$ cat src/rtl/router_pkg.sv
// Shared definitions for the weight router: controller state encoding and
// the filter-size helper used to size word counters.
package router_pkg;

    typedef enum logic [1:0] {
        ST_IDLE  = 2'd0,
        ST_READ  = 2'd1,
        ST_DRAIN = 2'd2,
        ST_DONE  = 2'd3
    } router_state_e;

    // Number of weight words in one square filter.
    function automatic int kernel_words(input int kernel_size);
        return kernel_size * kernel_size;
    endfunction

endpackage

$ cat src/rtl/router_skid_buf.sv
// Two-entry FIFO that decouples GLB reads from spad acceptance.
// Ports:
//   clk, reset_n : clock, async active-low reset
//   push, din    : write one entry (ignored when full)
//   pop          : retire the head entry (ignored when empty)
//   dout         : head entry (stale but stable when empty)
//   full, empty  : occupancy flags
module router_skid_buf #(
    parameter int DATA_BITWIDTH = 16
) (
    input  logic                     clk,
    input  logic                     reset_n,
    input  logic                     push,
    input  logic                     pop,
    input  logic [DATA_BITWIDTH-1:0] din,
    output logic [DATA_BITWIDTH-1:0] dout,
    output logic                     full,
    output logic                     empty
);

    logic [DATA_BITWIDTH-1:0] mem_q [2];
    logic [DATA_BITWIDTH-1:0] mem_d [2];
    logic                     wr_ptr_q, wr_ptr_d;
    logic                     rd_ptr_q, rd_ptr_d;
    logic [1:0]               cnt_q, cnt_d;
    logic                     do_push, do_pop;

    assign full    = (cnt_q == 2'd2);
    assign empty   = (cnt_q == 2'd0);
    assign dout    = mem_q[rd_ptr_q];
    assign do_push = push && !full;
    assign do_pop  = pop && !empty;

    always_comb begin
        mem_d[0] = mem_q[0];
        mem_d[1] = mem_q[1];
        wr_ptr_d = wr_ptr_q;
        rd_ptr_d = rd_ptr_q;
        cnt_d    = cnt_q + {1'b0, do_push} - {1'b0, do_pop};
        if (do_push) begin
            mem_d[wr_ptr_q] = din;
            wr_ptr_d        = ~wr_ptr_q;
        end
        if (do_pop) begin
            rd_ptr_d = ~rd_ptr_q;
        end
    end

    always_ff @(posedge clk or negedge reset_n) begin
        if (!reset_n) begin
            mem_q[0] <= '0;
            mem_q[1] <= '0;
            wr_ptr_q <= 1'b0;
            rd_ptr_q <= 1'b0;
            cnt_q    <= 2'd0;
        end else begin
            mem_q[0] <= mem_d[0];
            mem_q[1] <= mem_d[1];
            wr_ptr_q <= wr_ptr_d;
            rd_ptr_q <= rd_ptr_d;
            cnt_q    <= cnt_d;
        end
    end

endmodule

$ cat src/rtl/router_weight_mc.sv
// Weight router: fetches KERNEL_SIZE**2 filter words from the GLB and loads
// them into spad channels, either multicast (one read stream shared by all
// masked channels) or unicast (one filter per masked channel, ascending).
//
// state | meaning
// IDLE  | waiting for load_spad_ctrl
// READ  | issuing GLB reads as buffer credit allows
// DRAIN | all reads issued, waiting for the last word to retire
// DONE  | one-cycle completion, done=1
//
// Ports:
//   clk, reset_n                : clock, async active-low reset
//   r_data_glb_wght             : GLB data, valid one cycle after read_req
//   r_addr_glb_wght, read_req_glb_wght : GLB read address / strobe
//   w_data_spad, load_en_spad   : word and per-channel valid to spads
//   spad_ready                  : per-channel accept
//   load_spad_ctrl, ch_mask, multicast : start pulse and its operands
//   busy, done                  : in progress / completion pulse
module router_weight_mc
    import router_pkg::*;
#(
    parameter int DATA_BITWIDTH     = 16,
    parameter int ADDR_BITWIDTH_GLB = 10,
    parameter int NUM_CH            = 3,
    parameter int KERNEL_SIZE       = 3,
    parameter int W_READ_ADDR       = 0,
    parameter int CH_STRIDE         = 9
) (
    input  logic                         clk,
    input  logic                         reset_n,
    input  logic [DATA_BITWIDTH-1:0]     r_data_glb_wght,
    output logic [ADDR_BITWIDTH_GLB-1:0] r_addr_glb_wght,
    output logic                         read_req_glb_wght,
    output logic [DATA_BITWIDTH-1:0]     w_data_spad,
    output logic [NUM_CH-1:0]            load_en_spad,
    input  logic [NUM_CH-1:0]            spad_ready,
    input  logic                         load_spad_ctrl,
    input  logic [NUM_CH-1:0]            ch_mask,
    input  logic                         multicast,
    output logic                         busy,
    output logic                         done
);

    localparam int KW     = kernel_words(KERNEL_SIZE);
    localparam int WCNT_W = $clog2(KW + 1);
    localparam int CH_W   = (NUM_CH > 1) ? $clog2(NUM_CH) : 1;
    localparam int AW     = ADDR_BITWIDTH_GLB;
    // Buffer entry: {last word of operation, channel, data}
    localparam int TAG_W  = DATA_BITWIDTH + CH_W + 1;

    router_state_e       state_q, state_d;
    logic [NUM_CH-1:0]   mask_q, mask_d;
    logic                mc_q, mc_d;
    logic [WCNT_W-1:0]   rd_word_q, rd_word_d;
    logic [CH_W-1:0]     rd_ch_q, rd_ch_d;
    logic                inflight_q, inflight_d;
    logic                inflight_last_q, inflight_last_d;
    logic [CH_W-1:0]     inflight_ch_q, inflight_ch_d;
    logic [NUM_CH-1:0]   acc_q, acc_d;

    logic                buf_push, buf_pop, buf_full, buf_empty;
    logic [TAG_W-1:0]    buf_dout, head_tag;
    logic [1:0]          buf_cnt;
    logic [2:0]          occ;
    logic                head_valid, head_last, pop, can_issue;
    logic [CH_W-1:0]     head_ch;
    logic [NUM_CH-1:0]   target;
    logic                word_last, last_read;
    logic [CH_W:0]       nxt_sel, first_sel;

    // Lowest masked channel index strictly above 'after'; MSB flags found.
    function automatic logic [CH_W:0] find_ch(input logic [NUM_CH-1:0] m,
                                              input int after);
        logic [CH_W:0] r;
        r = '0;
        for (int i = NUM_CH - 1; i >= 0; i--) begin
            if (i > after && m[i]) r = {1'b1, CH_W'(i)};
        end
        return r;
    endfunction

    router_skid_buf #(.DATA_BITWIDTH(TAG_W)) u_skid (
        .clk     (clk),
        .reset_n (reset_n),
        .push    (buf_push),
        .pop     (buf_pop),
        .din     ({inflight_last_q, inflight_ch_q, r_data_glb_wght}),
        .dout    (buf_dout),
        .full    (buf_full),
        .empty   (buf_empty)
    );

    // The in-flight word falls through to the spads when the buffer is
    // empty, so a continuously ready target sees one word per cycle.
    assign head_valid = !buf_empty || inflight_q;
    assign head_tag   = buf_empty ? {inflight_last_q, inflight_ch_q, r_data_glb_wght}
                                  : buf_dout;
    assign head_last  = head_tag[TAG_W-1];
    assign head_ch    = head_tag[TAG_W-2 -: CH_W];
    assign target     = mc_q ? mask_q : (NUM_CH'(1) << head_ch);

    assign load_en_spad = head_valid ? (target & ~acc_q) : '0;
    assign w_data_spad  = head_valid ? head_tag[DATA_BITWIDTH-1:0] : '0;

    // Retire once every targeted channel has accepted, now or earlier.
    assign pop      = head_valid && ((target & ~acc_q & ~spad_ready) == '0);
    assign buf_push = inflight_q && !(buf_empty && pop);
    assign buf_pop  = pop && !buf_empty;

    // Credit: stored words plus the in-flight read, less this cycle's pop,
    // must leave a slot for the word a new read will return.
    assign buf_cnt   = buf_full ? 2'd2 : (buf_empty ? 2'd0 : 2'd1);
    assign occ       = {1'b0, buf_cnt} + {2'b0, inflight_q} - {2'b0, pop};
    assign can_issue = (state_q == ST_READ) && (occ < 3'd2);

    assign word_last = (rd_word_q == WCNT_W'(KW - 1));
    assign nxt_sel   = find_ch(mask_q, int'(rd_ch_q));
    assign first_sel = find_ch(ch_mask, -1);
    assign last_read = word_last && (mc_q || !nxt_sel[CH_W]);

    assign read_req_glb_wght = can_issue;
    assign r_addr_glb_wght   = AW'(W_READ_ADDR)
                             + (mc_q ? AW'(0) : AW'(rd_ch_q) * AW'(CH_STRIDE))
                             + AW'(rd_word_q);

    assign busy = (state_q != ST_IDLE);
    assign done = (state_q == ST_DONE);

    always_comb begin
        state_d         = state_q;
        mask_d          = mask_q;
        mc_d            = mc_q;
        rd_word_d       = rd_word_q;
        rd_ch_d         = rd_ch_q;
        inflight_d      = 1'b0;
        inflight_last_d = inflight_last_q;
        inflight_ch_d   = inflight_ch_q;
        acc_d           = pop ? '0 : (acc_q | (load_en_spad & spad_ready));

        if (can_issue) begin
            inflight_d      = 1'b1;
            inflight_last_d = last_read;
            inflight_ch_d   = rd_ch_q;
            if (word_last) begin
                rd_word_d = '0;
                if (!mc_q) rd_ch_d = nxt_sel[CH_W-1:0];
            end else begin
                rd_word_d = rd_word_q + WCNT_W'(1);
            end
        end

        case (state_q)
            ST_IDLE: begin
                if (load_spad_ctrl) begin
                    mask_d    = ch_mask;
                    mc_d      = multicast;
                    rd_word_d = '0;
                    rd_ch_d   = first_sel[CH_W-1:0];
                    state_d   = first_sel[CH_W] ? ST_READ : ST_DONE;
                end
            end
            ST_READ: begin
                if (can_issue && last_read) state_d = ST_DRAIN;
            end
            ST_DRAIN: begin
                if (pop && head_last) state_d = ST_DONE;
            end
            ST_DONE: begin
                state_d = ST_IDLE;
            end
            default: state_d = ST_IDLE;
        endcase
    end

    always_ff @(posedge clk or negedge reset_n) begin
        if (!reset_n) begin
            state_q         <= ST_IDLE;
            mask_q          <= '0;
            mc_q            <= 1'b0;
            rd_word_q       <= '0;
            rd_ch_q         <= '0;
            inflight_q      <= 1'b0;
            inflight_last_q <= 1'b0;
            inflight_ch_q   <= '0;
            acc_q           <= '0;
        end else begin
            state_q         <= state_d;
            mask_q          <= mask_d;
            mc_q            <= mc_d;
            rd_word_q       <= rd_word_d;
            rd_ch_q         <= rd_ch_d;
            inflight_q      <= inflight_d;
            inflight_last_q <= inflight_last_d;
            inflight_ch_q   <= inflight_ch_d;
            acc_q           <= acc_d;
        end
    end

endmodule
$ cat config.mk
export PLATFORM = sky130hd
export DESIGN_NAME = router_weight_mc
export DESIGN_NICKNAME = d
export VERILOG_FILES = /design/src/rtl/router_pkg.sv /design/src/rtl/router_skid_buf.sv /design/src/rtl/router_weight_mc.sv
export SDC_FILE = /design/constraint.sdc
export NUM_CORES = 1
export LEC_CHECK = 0
export CORE_MARGIN = 10
export CORE_UTILIZATION = 25
export CTS_BUF_LIST = sky130_fd_sc_hd__clkbuf_16
export CTS_CLUSTER_DIAMETER = 200
export DETAILED_ROUTE_END_ITERATION = 8
export REMOVE_ABC_BUFFERS = 1
export SKIP_CTS_REPAIR_TIMING = 1
export SYNTH_ARGS = -nofsm -noshare
export SYNTH_HDL_FRONTEND = slang
export SYNTH_HIERARCHICAL = 1
export SYNTH_SLANG_ARGS = --single-unit
export TNS_END_PERCENT = 30
$ cat constraint.sdc
create_clock -name clk -period 4.6 [get_ports clk]
set_clock_uncertainty 0.1 [all_clocks]
set_input_delay 0.92 -clock clk [delete_from_list [all_inputs] [get_ports clk]]
set_output_delay 0.92 -clock clk [all_outputs]
set_load 0.02 [all_outputs]
Word level (Yosys, flattened, before mapping)
Cells that the tools add are included.
- add/subtract/negate cells: 6
- multiplexer cells: 34
- shift-type cells: 1
- equal/unequal tests: 8
- $mul: 1
- bitwise logic cells: 10
- $lt $le $gt $ge: 6
- reductions and logical operators: 25
- operators by type and width (operator ; count):
    $mux 19 ; 5
    $bwmux 38 ; 1
    $mux 3 ; 8
    $mux 2 ; 10
    $demux 19 s1 ; 1
    $mux 16 ; 1
    $mux 4 ; 4
    $logic_and 1x1->1 ; 13
    $and 3x3->3 ; 3
    $pmux 2 s4 ; 1
    $add 6x4->7 ; 1
    $eq 2x2->1 const B ; 3
    $mul 2x4->6 const B ; 1
    $mux 6 ; 1
    $not 3->3 ; 2
    $add 4x1->4 const B ; 1
    $eq 4x4->1 const B ; 1
    $ge 2x2->1 const B ; 2
    $logic_not 1->1 ; 4
    $logic_not 2->1 ; 2
    $ne 2x2->1 const B ; 2
    $not 1->2 ; 2
    $add 2x1->3 ; 1
    $logic_not 3->1 ; 1
    17 further kinds ; 20
- output and inout bits: 32
- bits of input ports: 26
- word-level logic and storage cells: 105
- bits in registers: 61

Depth between registers and ports, before layout
- word-level depth: 17
- mapped depth: 16
- mapped depth without buffers: 15

By module
Netlist, hierarchy kept.
- modules (own cells, without submodules) (module ; cells an instance ; area each (µm²) ; sequential area each (µm²) ; instances):
    router_skid_buf ; 119 ; 1913.1 ; 1051.0 ; 1
    router_weight_mc ; 200 ; 1607.8 ; 475.5 ; 1

Worst setup path before layout
Ideal clock, no wire load.
- kind: flip-flop to output port
- from: register u_skid.rd_ptr_q
- to: output read_req_glb_wght
- path buffers: 1
- arrival time: 3186 ps
- required time: 3580 ps
- stages on the path, launching flop included: 13
- slack: 394 ps
- path through: dfrtp_1 buf_2 mux2_2 nor2b_1 a211oi_1 nor4_2 nor4_2 ha_1 nand2b_1 fa_1 xnor2_1 nand3_1 inv_2
- cells in the longest elaborated chain, start to end: 14
- ends and longest elaborated chain (what ; RTL line ; RTL):
    start: declaration ; router_skid_buf.sv:24 ; logic rd_ptr_q, rd_ptr_d;
    start signal: assignment ; router_skid_buf.sv:60 ; rd_ptr_q <= rd_ptr_d;
    $not 1->2 (not written as such) ; router_skid_buf.sv:30 ; assign dout = mem_q[rd_ptr_q];
    $mux 19 (not written as such) (3 in a row) ; router_skid_buf.sv:30 ;
    via buf_dout[17] ; router_weight_mc.sv:62 ; logic [TAG_W-1:0] buf_dout, head_tag;
    $mux 19 ; router_weight_mc.sv:96 ; assign head_tag = buf_empty ? {inflight_last_q, inflight_ch_q, r_data_glb_wght}
    $shl 1x2->3 ; router_weight_mc.sv:100 ; assign target = mc_q ? mask_q : (NUM_CH'(1) << head_ch);
    $mux 3 ; router_weight_mc.sv:100 ;
    $and 3x3->3 (2 in a row) ; router_weight_mc.sv:106 ; assign pop = head_valid && ((target & ~acc_q & ~spad_ready) == '0);
    $logic_not 3->1 ; router_weight_mc.sv:106 ;
    $logic_and 1x1->1 ; router_weight_mc.sv:106 ;
    $sub 3x1->3 ; router_weight_mc.sv:113 ; assign occ = {1'b0, buf_cnt} + {2'b0, inflight_q} - {2'b0, pop};
    $lt 3x2->1 ; router_weight_mc.sv:114 ; assign can_issue = (state_q == ST_READ) && (occ < 3'd2);
    $logic_and 1x1->1 ; router_weight_mc.sv:114 ;
    end: declaration ; router_weight_mc.sv:33 ; output logic read_req_glb_wght,
The timed path passes the listed nets, and every way through them passes these cells. The select of a mux whose other input is x is not followed.

Final worst setup path
Ends and elaborated chain as after synthesis.

==> results.ini <==
[floorplan]
dieWidth_um = 138.7
rows = 43
die-area_um2 = 19230
start_util_pct = 25.46
core_um2 = 13830
die_y_um = 138.7
io_pins = 58

[power]
switchingPower_uw = 1317
p_clk_share_pct = 16.8
power_uw = 3404
seqPwrFrac_pct = 28.5
p_leak_uw = 0.001978
pwr-share-comb_pct = 54.6
swShare_pct = 38.69
p_int_uw = 2087
vdd_drop_max_mv = 0.3542
powerDensity_nw_per_um2 = 755.3

[route]
drt_iter0_drc = 106
antenna_left = 0
wire_per_inst_um = 14.91
vias = 2461
drcViolationCount = 0
dr.pass1.iters = 4
avgViaCountPerCell = 4.363
wl_mm = 8.408

[setup_path]
end_kind = output port
cpMostUsedCell = nor4_2
worstPathRequired_ns = 3.58
start_kind = flip-flop
critPathSlowestCell = dfrtp_1
ff2ff_path_depth = 16
critPathMaxStageDelay_ns = 0.41
path_cells = mux2_2 -> nor3b_2 -> a311oi_2 -> nor4_2 -> nor4_2 -> ha_1 -> nand2b_1 -> fa_1 -> xnor2_1 -> nand3_1 -> inv_2 -> clkbuf_2
critical_path.max_fanout = 4
critical_path_class = flip-flop to output port
arrival_ns = 3.34

[final_layout]
post-route-cell-area_um2 = 4507
fin_nets = 421
n_antenna_cell = 0
fillerInstances = 1417
final_cells = 564
layout_common_cells = dfrtp_1, clkdlybuf4s50_1, mux2_2
area_delta_synth_final_pct = 28.00
layout-drive-gt1-share_pct = 25.52
final_common_cell = dfrtp_1

[timing]
fmax_mhz = 229.6
relSlewSlack_pct = 53.18
worst_pin_slew_ns = 0.7023
setup_viol = 0
setup_tns_ns = 0
fin_crit_ns = 4.356
holdWs_ns = 0.3995
rsz0062_at_grt = false
hold_violations = 0
fin_crit_sh_pct = 94.69
slew_violations = 0

[run_status]
status = complete, no violations

[clocking]
clock_sinks = 61
cts_buffers = 9
clk_pin_slew_ns = 0.05
clock_latency_ns = 0.33
clock_path_buffers = 2
htreeDepth = 3
cts_tree = done
cts_root_buffer = clkbuf_16

[placed_design]
portBuffers = 53
dp.cells = 549
gp_congestion = 0.7807
hpwlAfterDp_mm = 5.981
placed_cell_area_um2 = 4242

[synth]
synth_area_leaders = dfrtp_1, mux2_2, mux2_4
synth.largest_area_cell = dfrtp_1
yosysTopAreaCellShare_pct = 43.35
yosys_warnings = 6
ys_ff_latch = 61
yosysSeqAreaShare_pct = 43.35
syn-cell-area_um2 = 3521
synth_cell_types = 44
synth.avg_cell_area_um2 = 11.04
synthCells = 319

[global_route]
gr-usage-met1_pct = 10.42
grt_util_met2_pct = 14.16
antenna_found_initial = 0
grt_overflow = 0
use_met3_pct = 3.938
grt_max_degree = 34
grt_pass1_wl_mm = 13.93
grt.total_usage_pct = 8.822
busiest_layer = met2
grt_pass1_vias = 2754

[min_path]
hold_class = flip-flop to flip-flop
holdPathStages = 1

[run]
cap_violations = 0

## power by group through the flow
stage | combinational [uW] | sequential, uW | clock, uW
4_1_cts | 1890 | 966 | 590
6_report | 1860 | 971 | 573
5_1_grt | 2050 | 1010 | 614
3_5_place_dp | 1880 | 974 | 0
2_1_floorplan | 1190 | 932 | 0
3_3_place_gp | 1850 | 952 | 0
## Yosys cell counts
library cell / number
buf_12: 2
clkbuf_1: 7
nor3_2: 1
nor2b_1: 7
buf_4: 4
a21o_1: 1
and2_1: 2
xnor2_1: 7
fa_1: 2
nand2_1: 29
buf_2: 2
buf_6: 3
o21ai_0: 9
nor4_2: 4
inv_1: 28
a21boi_1: 1
dfrtp_1: 61
a211oi_1: 2
a21oi_1: 5
nor4_1: 4
mux2i_1: 8
o311ai_1: 1
and3b_1: 1
or2_1: 2
inv_2: 1
and3_1: 1
nand3b_1: 1
nor3_1: 2
xor2_1: 1
a311oi_1: 1
mux2_4: 11
ha_1: 13
nor2_1: 14
nand2b_1: 4
o21ai_1: 13
nand3_1: 4
nor3b_2: 2
a22oi_1: 1
mux2_2: 50
a32oi_1: 1
o41ai_2: 1
a31oi_1: 2
conb_1: 1
nor3b_1: 2
## critical path, delay by kind of cell, from the launching register on
kind | cells | cell delay [ns]
XOR/XNOR | 1 | 0.14
buffers and inverters | 2 | 0.24
AO/OA/AOI/OAI | 1 | 0.33
adder cells (fa/ha/maj) | 2 | 0.66
AND/OR/NAND/NOR | 5 | 0.83
flip-flops | 1 | 0.41
multiplexers | 1 | 0.39
## sequential cells by signal, summed over array words and instances (netlist names), 2 cells and up
signal and flops:
mask_q 3, u_skid/cnt_q 2, u_skid/mem_q 38, acc_q 3, inflight_ch_q 2, rd_word_q 4, state_q 2, rd_ch_q 2
## path summary, 6_finish.rpt
check | startpoint | endpoint | slack [ns]
min reg2reg | u_skid/mem_q[2] | u_skid/mem_q[2] | 0.40
max in group asynchronous | reset_n | u_skid/mem_q[18] | 2.96
min | u_skid/mem_q[2] | u_skid/mem_q[2] | 0.40
max reg2reg | u_skid/rd_ptr_q | state_q[1] | 0.78
max | u_skid/rd_ptr_q | read_req_glb_wght | 0.24
min in group asynchronous | reset_n | mc_q | 0.53
## layer usage
metal  share of wire (%)  vias to the layer above  wire [um]
met3                 6.4                       11        536
li1                    -                     1192          -
met4                 1.2                        0         97
met2                  47                       54       3919
met5                   0                        -          0
met1                  46                     1204       3855
## kinds of logic after synthesis
logic type	Yosys count	share of synthesized area, %
compound gates	38	6.468
buf+inv	47	7.072
other cells	1	0.1065
fa+ha+maj	15	5.757
mux	69	22.96
simple gates	80	12.30
flops	61	43.35
xor+xnor	8	1.990
## cell type report
| type | instances | area, um^2 | share of cell area (%) |
|---|---|---|---|
| clock inverter | 6 | 25.02 | 0.5552 |
| clock buffer | 9 | 225.2 | 4.997 |
| multi-input combinational | 214 | 1782 | 39.53 |
| tap | 180 | 225.2 | 4.997 |
| timing repair buffer | 65 | 614.3 | 13.63 |
| sequential | 61 | 1526 | 33.87 |
| inverter | 29 | 108.9 | 2.415 |
## through the flow
stage	setup WS, ns	util, %
2_1_floorplan	-0.08112	-
3_3_place_gp	-0.02895	30.68
3_5_place_dp	-0.08386	30.68
4_1_cts	-0.3662	32.49
5_1_grt	0.02817	32.59
6_report	0.2441	32.59
Power figures use the tool's default switching activity.
